===== src/rtl/vga_crtc_regfile.sv =====
// Purpose: double-banked VGA CRTC register file; software writes a pending bank, the active bank feeds timing.
// Latency: read/write ack 1 cycle after request; active bank updates 1 edge after vsync rise (or after write when DEFERRED=0).
// Backpressure: none, a request is accepted every cycle and acknowledged exactly once.
//
// Ports:
//   clock_i / reset_ni        : clock, asynchronous active-low reset
//   mem_req_i, mem_write_i    : access request and direction (1 = write)
//   mem_addr_i, mem_bes_ni    : word address, active-low byte enables (lane n -> reg 4*addr+n)
//   mem_data_i / mem_data_o   : write data / registered read data (pending bank)
//   mem_ack_o                 : one-cycle acknowledge
//   vsync_i                   : vertical retrace level, commit on rising edge
//   crtc_regs_o               : active bank, register k at [8k+7:8k]
//   update_o, pending_o       : active bank changed last edge / uncommitted writes exist
module vga_crtc_regfile #(
    parameter int ADDR_WIDTH = 3,
    parameter int DEFERRED   = 1,
    parameter int PROTECT_EN = 1
) (
    input  logic                                clock_i,
    input  logic                                reset_ni,
    input  logic                                mem_req_i,
    input  logic                                mem_write_i,
    input  logic [ADDR_WIDTH-1:0]               mem_addr_i,
    input  logic [3:0]                          mem_bes_ni,
    input  logic [31:0]                         mem_data_i,
    output logic [31:0]                         mem_data_o,
    output logic                                mem_ack_o,
    input  logic                                vsync_i,
    output logic [8*(4<<ADDR_WIDTH)-1:0]        crtc_regs_o,
    output logic                                update_o,
    output logic                                pending_o
);

    localparam int NUM_REGS = 4 << ADDR_WIDTH;
    localparam int IDX_W    = ADDR_WIDTH + 2;
    localparam int CR11     = 17;

    typedef logic [NUM_REGS-1:0][7:0] bank_t;

    bank_t       pend_q, pend_d;
    bank_t       act_q, act_d;
    logic        vsync_q;
    logic        pending_q, pending_d;
    logic        update_q, update_d;
    logic        ack_q;
    logic [31:0] rdata_q;
    logic [31:0] rword;
    logic [3:0]  lane_en;
    logic        wr_any;
    logic        protect;
    logic        commit;
    logic [IDX_W-1:0] idx;
    logic [7:0]  old_val;
    logic [7:0]  new_val;

    assign lane_en = (mem_req_i && mem_write_i) ? ~mem_bes_ni : 4'b0000;
    assign wr_any  = |lane_en;

    // Protect bit comes from the pending bank as it stood before this write.
    generate
        if (PROTECT_EN != 0 && NUM_REGS > CR11) begin : g_prot
            assign protect = pend_q[CR11][7];
        end else begin : g_noprot
            assign protect = 1'b0;
        end
    endgenerate

    // Rising edge of vsync with something to commit.
    assign commit = (DEFERRED != 0) && vsync_i && !vsync_q && pending_q;

    always_comb begin
        pend_d  = pend_q;
        act_d   = act_q;
        idx     = '0;
        old_val = '0;
        new_val = '0;
        // Commit snapshots the pre-write pending bank, so a coincident write stays pending.
        if (commit) begin
            act_d = pend_q;
        end
        for (int n = 0; n < 4; n++) begin
            if (lane_en[n]) begin
                idx     = {mem_addr_i, 2'(n)};
                old_val = pend_q[idx];
                new_val = mem_data_i[8*n +: 8];
                if (protect) begin
                    if (idx < IDX_W'(7)) begin
                        new_val = old_val;
                    end else if (idx == IDX_W'(7)) begin
                        // CR07 stays writable only in bit 4 (line compare bit 8).
                        new_val = {old_val[7:5], mem_data_i[8*n+4], old_val[3:0]};
                    end
                end
                pend_d[idx] = new_val;
                if (DEFERRED == 0) begin
                    act_d[idx] = new_val;
                end
            end
        end
    end

    always_comb begin
        rword = '0;
        for (int n = 0; n < 4; n++) begin
            rword[8*n +: 8] = pend_q[{mem_addr_i, 2'(n)}];
        end
    end

    always_comb begin
        pending_d = 1'b0;
        update_d  = 1'b0;
        if (DEFERRED != 0) begin
            // A write counts as pending even when protection dropped every lane.
            if (wr_any) begin
                pending_d = 1'b1;
            end else if (commit) begin
                pending_d = 1'b0;
            end else begin
                pending_d = pending_q;
            end
            update_d = commit;
        end else begin
            update_d = wr_any;
        end
    end

    always_ff @(posedge clock_i or negedge reset_ni) begin
        if (!reset_ni) begin
            pend_q    <= '0;
            act_q     <= '0;
            vsync_q   <= 1'b0;
            pending_q <= 1'b0;
            update_q  <= 1'b0;
            ack_q     <= 1'b0;
            rdata_q   <= '0;
        end else begin
            pend_q    <= pend_d;
            act_q     <= act_d;
            vsync_q   <= vsync_i;
            pending_q <= pending_d;
            update_q  <= update_d;
            ack_q     <= mem_req_i;
            if (mem_req_i && !mem_write_i) begin
                rdata_q <= rword;
            end
        end
    end

    assign mem_data_o  = rdata_q;
    assign mem_ack_o   = ack_q;
    assign crtc_regs_o = act_q;
    assign update_o    = update_q;
    assign pending_o   = pending_q;

endmodule


===== config.mk =====
export PLATFORM = sky130hd
export DESIGN_NAME = vga_crtc_regfile
export DESIGN_NICKNAME = d
export VERILOG_FILES = /design/src/rtl/vga_crtc_regfile.sv
export SDC_FILE = /design/constraint.sdc
export NUM_CORES = 1
export LEC_CHECK = 0
export CAP_MARGIN = 20
export CORE_UTILIZATION = 40
export CTS_CLUSTER_DIAMETER = 30
export DETAILED_ROUTE_END_ITERATION = 6
export SLEW_MARGIN = 0
export SYNTH_ARGS = -nofsm -noshare
export SYNTH_HDL_FRONTEND = slang
export SYNTH_SLANG_ARGS = --single-unit

===== constraint.sdc =====
create_clock -name clock_i -period 2.15 [get_ports clock_i]
set_clock_uncertainty 0.1 [all_clocks]
set_input_delay 0.5375 -clock clock_i [delete_from_list [all_inputs] [get_ports clock_i]]
set_output_delay 0.5375 -clock clock_i [all_outputs]
set_load 0.01 [all_outputs]

==> flow_metrics.py, run 1 <==
metrics = {
    "timing": {
        "worst_slew_pin_slew_ps": 519,
        "finalSetupTns_ps": 0,
        "hold_viol_final": 0,
        "setup_violations": 0,
        "rsz0062_at_grt": "false",
        "min_period_ps": 2040,
        "min_period_over_period_pct": 94.8,
        "holdWs_ps": 241,
        "max_clock_freq_mhz": 491,
        "relSlewSlack_pct": 65.4,
        "setup_ws_ps": 112,
        "slew_violations": 0,
    },
    "synthesis": {
        "seq_area_frac_synth_pct": 58.3,
        "syn_area_um2": 23500,
        "syn_inst": 1510,
        "synth_seq_cells": 548,
        "synthFlopType": "dfrtp_1",
        "netlist_top_cells_area": "dfrtp_1 58%, mux2_2 25%, mux2i_1 4.0%",
        "netlist.area_leader.share_pct": 58.3,
        "syn-num-nets": 1554,
        "syn_area_per_cell_um2": 15.6,
        "ys_warn_count": 0,
        "async_flop_share_pct": 100,
        "synth_area_leader_cell": "dfrtp_1",
        "synth.distinct_cells": 43,
        "synth-edff-count": 0,
    },
    "floorplanning": {
        "num_rows": 88,
        "ios": 335,
        "fp.dieW_um": 244,
        "fp.dieH_um": 244,
        "core_area_um2": 57900,
        "dieArea_um2": 59800,
        "initial_core_util_pct": 40.6,
    },
    "finish": {
        "multiInputGateArea_um2": 9290,
        "finalCoreUtilization_pct": 57.3,
        "area_growth_pct": 41.2,
        "nFillCells": 4787,
        "layout_commonest_cell": "dfrtp_1",
        "fin_cells": 2915,
        "mostFrequentLayoutCells": "548 x dfrtp_1, 518 x mux2_2, 291 x dlygate4sd2_1",
        "regArea_um2": 13700,
        "num-nets-final": 2086,
        "layout-drive-gt1-share_pct": 44.9,
    },
    "drt": {
        "route.vias.total": 14900,
        "ant_nets": 0,
        "drt_wl_total_mm": 67.2,
        "avgRoutedWirePerCell_um": 23.1,
        "firstDrtPassIters": 4,
        "drc": 0,
        "drt-vias-per-instance": 5.11,
        "drtIter0Drc": 806,
    },
    "placement": {
        "dp_hpwl_mm": 46.9,
        "port_buffers": 334,
        "dp_slack_ps": -408,
        "gp_congestion": 0.817,
        "dp_cells": 2684,
    },
    "critical_path": {
        "cp_data_arrival_time_ps": 1400,
        "critical_path_peak_fanout": 2,
        "crit_required_ps": 1510,
        "cpPeakStageDelay_ps": 430,
        "timing.critical_path.buf_inv": 1,
        "criticalPathCategory": "register to output port",
        "cp-start-kind": "register",
        "cp_slowest_cell": "dfrtp_1",
        "endpoint_kind": "output port",
        "cp_top_family": "flip-flops",
        "r2r_setup_slack_ps": 200,
        "crit_path_cell_trace": "dlygate4sd2_1",
    },
    "clock_network": {
        "cts.sinks": 548,
        "htreeDepth": 3,
        "cts_tree": "done",
        "cts.clk_slew.worst_paths_ps": 50,
        "cts_root_buf": "clkbuf_16",
        "cts_setup_buffers": 0,
        "insertion_delay_ps": 660,
        "clockBufferDepth": 3,
        "numCtsBuffers": 120,
    },
    "job": {
        "cap_violations": 0,
    },
    "pwr": {
        "p_clk_share_pct": 45.1,
        "p_sw_share_pct": 27.1,
        "switchingPower_w": 0.0113,
        "comb_power_share_pct": 18.6,
        "powerDensity_nw_per_um2": 1250,
        "p_int_w": 0.0303,
        "cellLeakagePower_nw": 16.1,
        "peakVddDrop_mv": 0.707,
        "sequentialPowerShare_pct": 36.2,
    },
    "status": {
        "status": "completed",
    },
    "global_routing": {
        "grtUsageTotal_pct": 23.1,
        "grt_max_degree": 94,
        "grt_pass1_vias": 16400,
        "antenna_found_initial": 4,
        "grt-ovfl-total": 0,
        "grt_pass1_wl_mm": 104,
    },
    "worst_hold_path": {
        "hold_class": "input port to async pin",
    },
}
power by group through the flow:
stage          sequential, W  clock [W]  combinational (W)
2_1_floorplan         0.0152          0            0.00345
3_3_place_gp          0.0153          0            0.00887
3_5_place_dp          0.0153          0            0.00900
4_1_cts               0.0151     0.0191            0.00788
5_1_grt               0.0154     0.0197            0.00838
6_report              0.0151     0.0188            0.00776
layer usage:
metal	global-route usage [%]	part of all wire (%)	vias to the layer above
met5	0	0	-
met1	30.5	43	7776
met2	37.8	49	370
met3	4.91	5.2	101
li1	-	-	6643
met4	7.92	2.3	0
repair_timing:
item	in CTS	in global routing
gates resized for setup	291	0
hold buffers	1	0
endpoints found under the hold margin	90	0
setup endpoints to repair	291	0
registers in the layout (all words and copies together), names as in the netlist:
register and count:
pending_o 1, update_o 1, pend_q 256, crtc_regs_o 256, mem_ack_o 1, vsync_q 1, mem_data_o 32
through the flow:
stage	area (µm²)	power (W)
floorplan	23500	0.0187
global placement	29300	0.0241
detailed placement	29300	0.0243
CTS	33200	0.0421
global route	33200	0.0435
finish	33200	0.0416
final timing paths:
path | from | to | cells past startpoint
setup reg to reg | pend_q[143] | pend_q[206] | 4
hold reg to reg | crtc_regs_o[15] | crtc_regs_o[15] | 1
setup / recovery | crtc_regs_o[193] | crtc_regs_o[193] | 1
max in group asynchronous | reset_ni | pend_q[54] | 4
min in group clock_i | vsync_i | vsync_q | 1
hold / removal | reset_ni | crtc_regs_o[81] | 2
cell type report:
class                           count  area share, %
Sequential cell                   548           41.3
Multi-Input combinational cell    883           28.0
Timing Repair Buffer              485           15.0
Clock buffer                      152           10.0
Tap cell                          765           2.88
Clock inverter                     74           2.70
Inverter                            4         0.0452
Antenna cell                        4         0.0301
cells by family after synthesis:
kind of cell | count (synthesis) | share of synthesized area, %
simple gates | 143 | 4.11
compound gates | 69 | 3.26
flops | 548 | 58.3
mux | 671 | 32.0
buf+inv | 79 | 2.31
synth_stat cells, drive strengths merged, types with 3 or more instances:
library cell	n
nor2	43
and4bb	4
inv	4
mux4	3
nor2b	6
nand2	40
o22a	34
clkbuf	14
nand4b	4
or2	28
mux2i	96
buf	61
a31oi	3
nor3	8
a41oi	26
mux2	572
dfrtp	548
o221ai	3
nand2b	6
worst register-to-register path, stage by stage (launching register included):
cell and delay, ps:
dfrtp_1 410, nor3b_4 270, buf_12 240, mux2_2 530, mux2_2 290
Note: power is estimated with default switching activity, not from simulation.
==> run 2: changes to the inputs <==
- CTS_BUF_LIST: default -> sky130_fd_sc_hd__clkbuf_4 sky130_fd_sc_hd__clkbuf_8 sky130_fd_sc_hd__clkbuf_16
- PLACE_DENSITY_LB_ADDON: default -> 0.15
==> run 2 against run 1 <==
  * Critical path type unchanged
  * Clock-buffer cell count stayed put
  * Sequential share of layout area decreased by 0.14 points
  * Highest routed layer is now met5
  * Combinational power about the same
  * Core utilization up 0.19 points
  * Design area increased by 0.34%
==> flow_metrics.py, run 2 (same netlist as run 1, synthesis figures left out) <==
metrics = {
    "drt": {
        "drc": 0,
        "route.vias.total": 14800,
        "ant_nets": 0,
        "drt_wl_total_mm": 66.7,
        "drtIter0Drc": 584,
        "firstDrtPassIters": 4,
        "avgRoutedWirePerCell_um": 23.0,
        "drt-vias-per-instance": 5.11,
    },
    "floorplanning": {
        "ios": 335,
        "fp.dieW_um": 244,
        "initial_core_util_pct": 40.6,
        "dieArea_um2": 59800,
        "core_area_um2": 57900,
        "num_rows": 88,
        "fp.dieH_um": 244,
    },
    "critical_path": {
        "endpoint_kind": "output port",
        "cp-start-kind": "register",
        "criticalPathCategory": "register to output port",
        "cpPeakStageDelay_ps": 430,
        "crit_path_cell_trace": "dlygate4sd2_1",
        "timing.critical_path.buf_inv": 1,
        "cp_slowest_cell": "dfrtp_1",
        "crit_required_ps": 1510,
        "cp_data_arrival_time_ps": 1390,
        "cp_top_family": "flip-flops",
        "critical_path_peak_fanout": 2,
    },
    "clock_network": {
        "cts.clk_slew.worst_paths_ps": 50,
        "cts.sinks": 548,
        "cts_tree": "done",
        "cts_root_buf": "clkbuf_16",
        "numCtsBuffers": 118,
        "htreeDepth": 3,
        "clockBufferDepth": 3,
        "insertion_delay_ps": 640,
    },
    "timing": {
        "rsz0062_at_grt": "false",
        "relSlewSlack_pct": 58.3,
        "min_period_ps": 2020,
        "min_period_over_period_pct": 94.1,
        "slew_violations": 0,
        "setup_ws_ps": 126,
        "worst_slew_pin_slew_ps": 625,
        "max_clock_freq_mhz": 494,
        "hold_viol_final": 0,
        "setup_violations": 0,
    },
    "placement": {
        "dp_hpwl_mm": 45.9,
        "dp_slack_ps": -464,
        "gp_congestion": 0.802,
        "dpl-instance-area_um2": 29300,
        "port_buffers": 334,
    },
    "finish": {
        "nFillCells": 4777,
        "num-nets-final": 2078,
        "layout_commonest_cell": "dfrtp_1",
        "area_growth_pct": 41.7,
        "design_area_um2": 33300,
        "layout-drive-gt1-share_pct": 45.1,
        "diodes": 0,
        "mostFrequentLayoutCells": "548 x dfrtp_1, 518 x mux2_2, 291 x dlygate4sd2_1",
    },
    "global_routing": {
        "antenna_found_initial": 5,
        "grt_pass1_wl_mm": 102,
        "grt_max_degree": 54,
        "grt_pass1_vias": 16200,
        "grtUsageTotal_pct": 22.8,
        "grt-ovfl-total": 0,
    },
    "pwr": {
        "powerDensity_nw_per_um2": 1270,
        "peakVddDrop_mv": 0.691,
        "cellLeakagePower_nw": 16.2,
    },
    "worst_hold_path": {
        "hold_class": "input port to async pin",
    },
    "status": {
        "status": "completed",
    },
    "job": {
        "cap_violations": 0,
    },
}
[run 2: cell types whose count changed in the layout (fill, tap and decap cells not counted), moves of 5 or more]
cell	previous run	this run
clkbuf_8	20	15
clkbuf_4	0	16
bufinv_16	17	24
buf_4	80	71
clkbuf_1	12	0
clkinv_2	34	25
[run 2: final timing paths]
check                                  from  slack [ps]  cells after the start                to
max                         crtc_regs_o[78]         130                      1   crtc_regs_o[78]
min                                reset_ni         370                      2       pend_q[243]
max reg2reg                     pend_q[143]         210                      4       pend_q[119]
min reg2reg                crtc_regs_o[129]         380                      1  crtc_regs_o[129]
max in group asynchronous          reset_ni         860                      3  crtc_regs_o[119]
min in group clock_i                vsync_i         380                      1           vsync_q
[run 2: report_power, final]
| group | total [W] | internal [W] | switching (W) | leakage [nW] |
|---|---|---|---|---|
| Sequential | 0.0150 | 0.0130 | 0.00197 | 7.02 |
| Combinational | 0.00775 | 0.00437 | 0.00338 | 6.97 |
| Clock | 0.0194 | 0.0138 | 0.00566 | 2.17 |
[run 2: timing repair]
| item | in CTS | in global routing |
|---|---|---|
| hold endpoints to repair | 29 | 0 |
| hold buffers | 1 | 0 |
| setup endpoints to repair | 291 | 0 |
| resized for setup | 291 | 0 |
| buffers inserted | 0 | 0 |
[run 2: cell type report]
type	count	area, µm²	share of cell area [%]
Sequential cell	548	13700	41.2
Timing Repair Buffer	479	4990	15.0
Tap cell	765	957	2.87
Inverter	4	15.0	0.0451
Multi-Input combinational cell	883	9290	27.9
Clock buffer	152	3370	10.1
Clock inverter	66	995	2.99
[run 2: per-stage QoR]
step	utilization, %	total power [W]	hold WS, ps	cells	TNS (ps)
floorplan	-	0.0187	142	1510	0
global placement	50.6	0.0240	381	2678	-129490
detailed placement	50.6	0.0242	380	2678	-148160
CTS	57.5	0.0427	328	2897	0
global route	57.5	0.0441	353	2897	0
finish	57.5	0.0422	366	2897	0
[run 2: per-layer routing]
layer  track usage [%]  routed length (µm)  part of all wire [%]  vias to the layer above
met5                 0                  49                 0.073                        -
met4              8.07                1760                   2.6                        8
met3              4.55                2990                   4.5                      108
met2              37.2               32200                    48                      351
met1              30.1               29700                    45                     7732
li1                  -                   -                     -                     6616
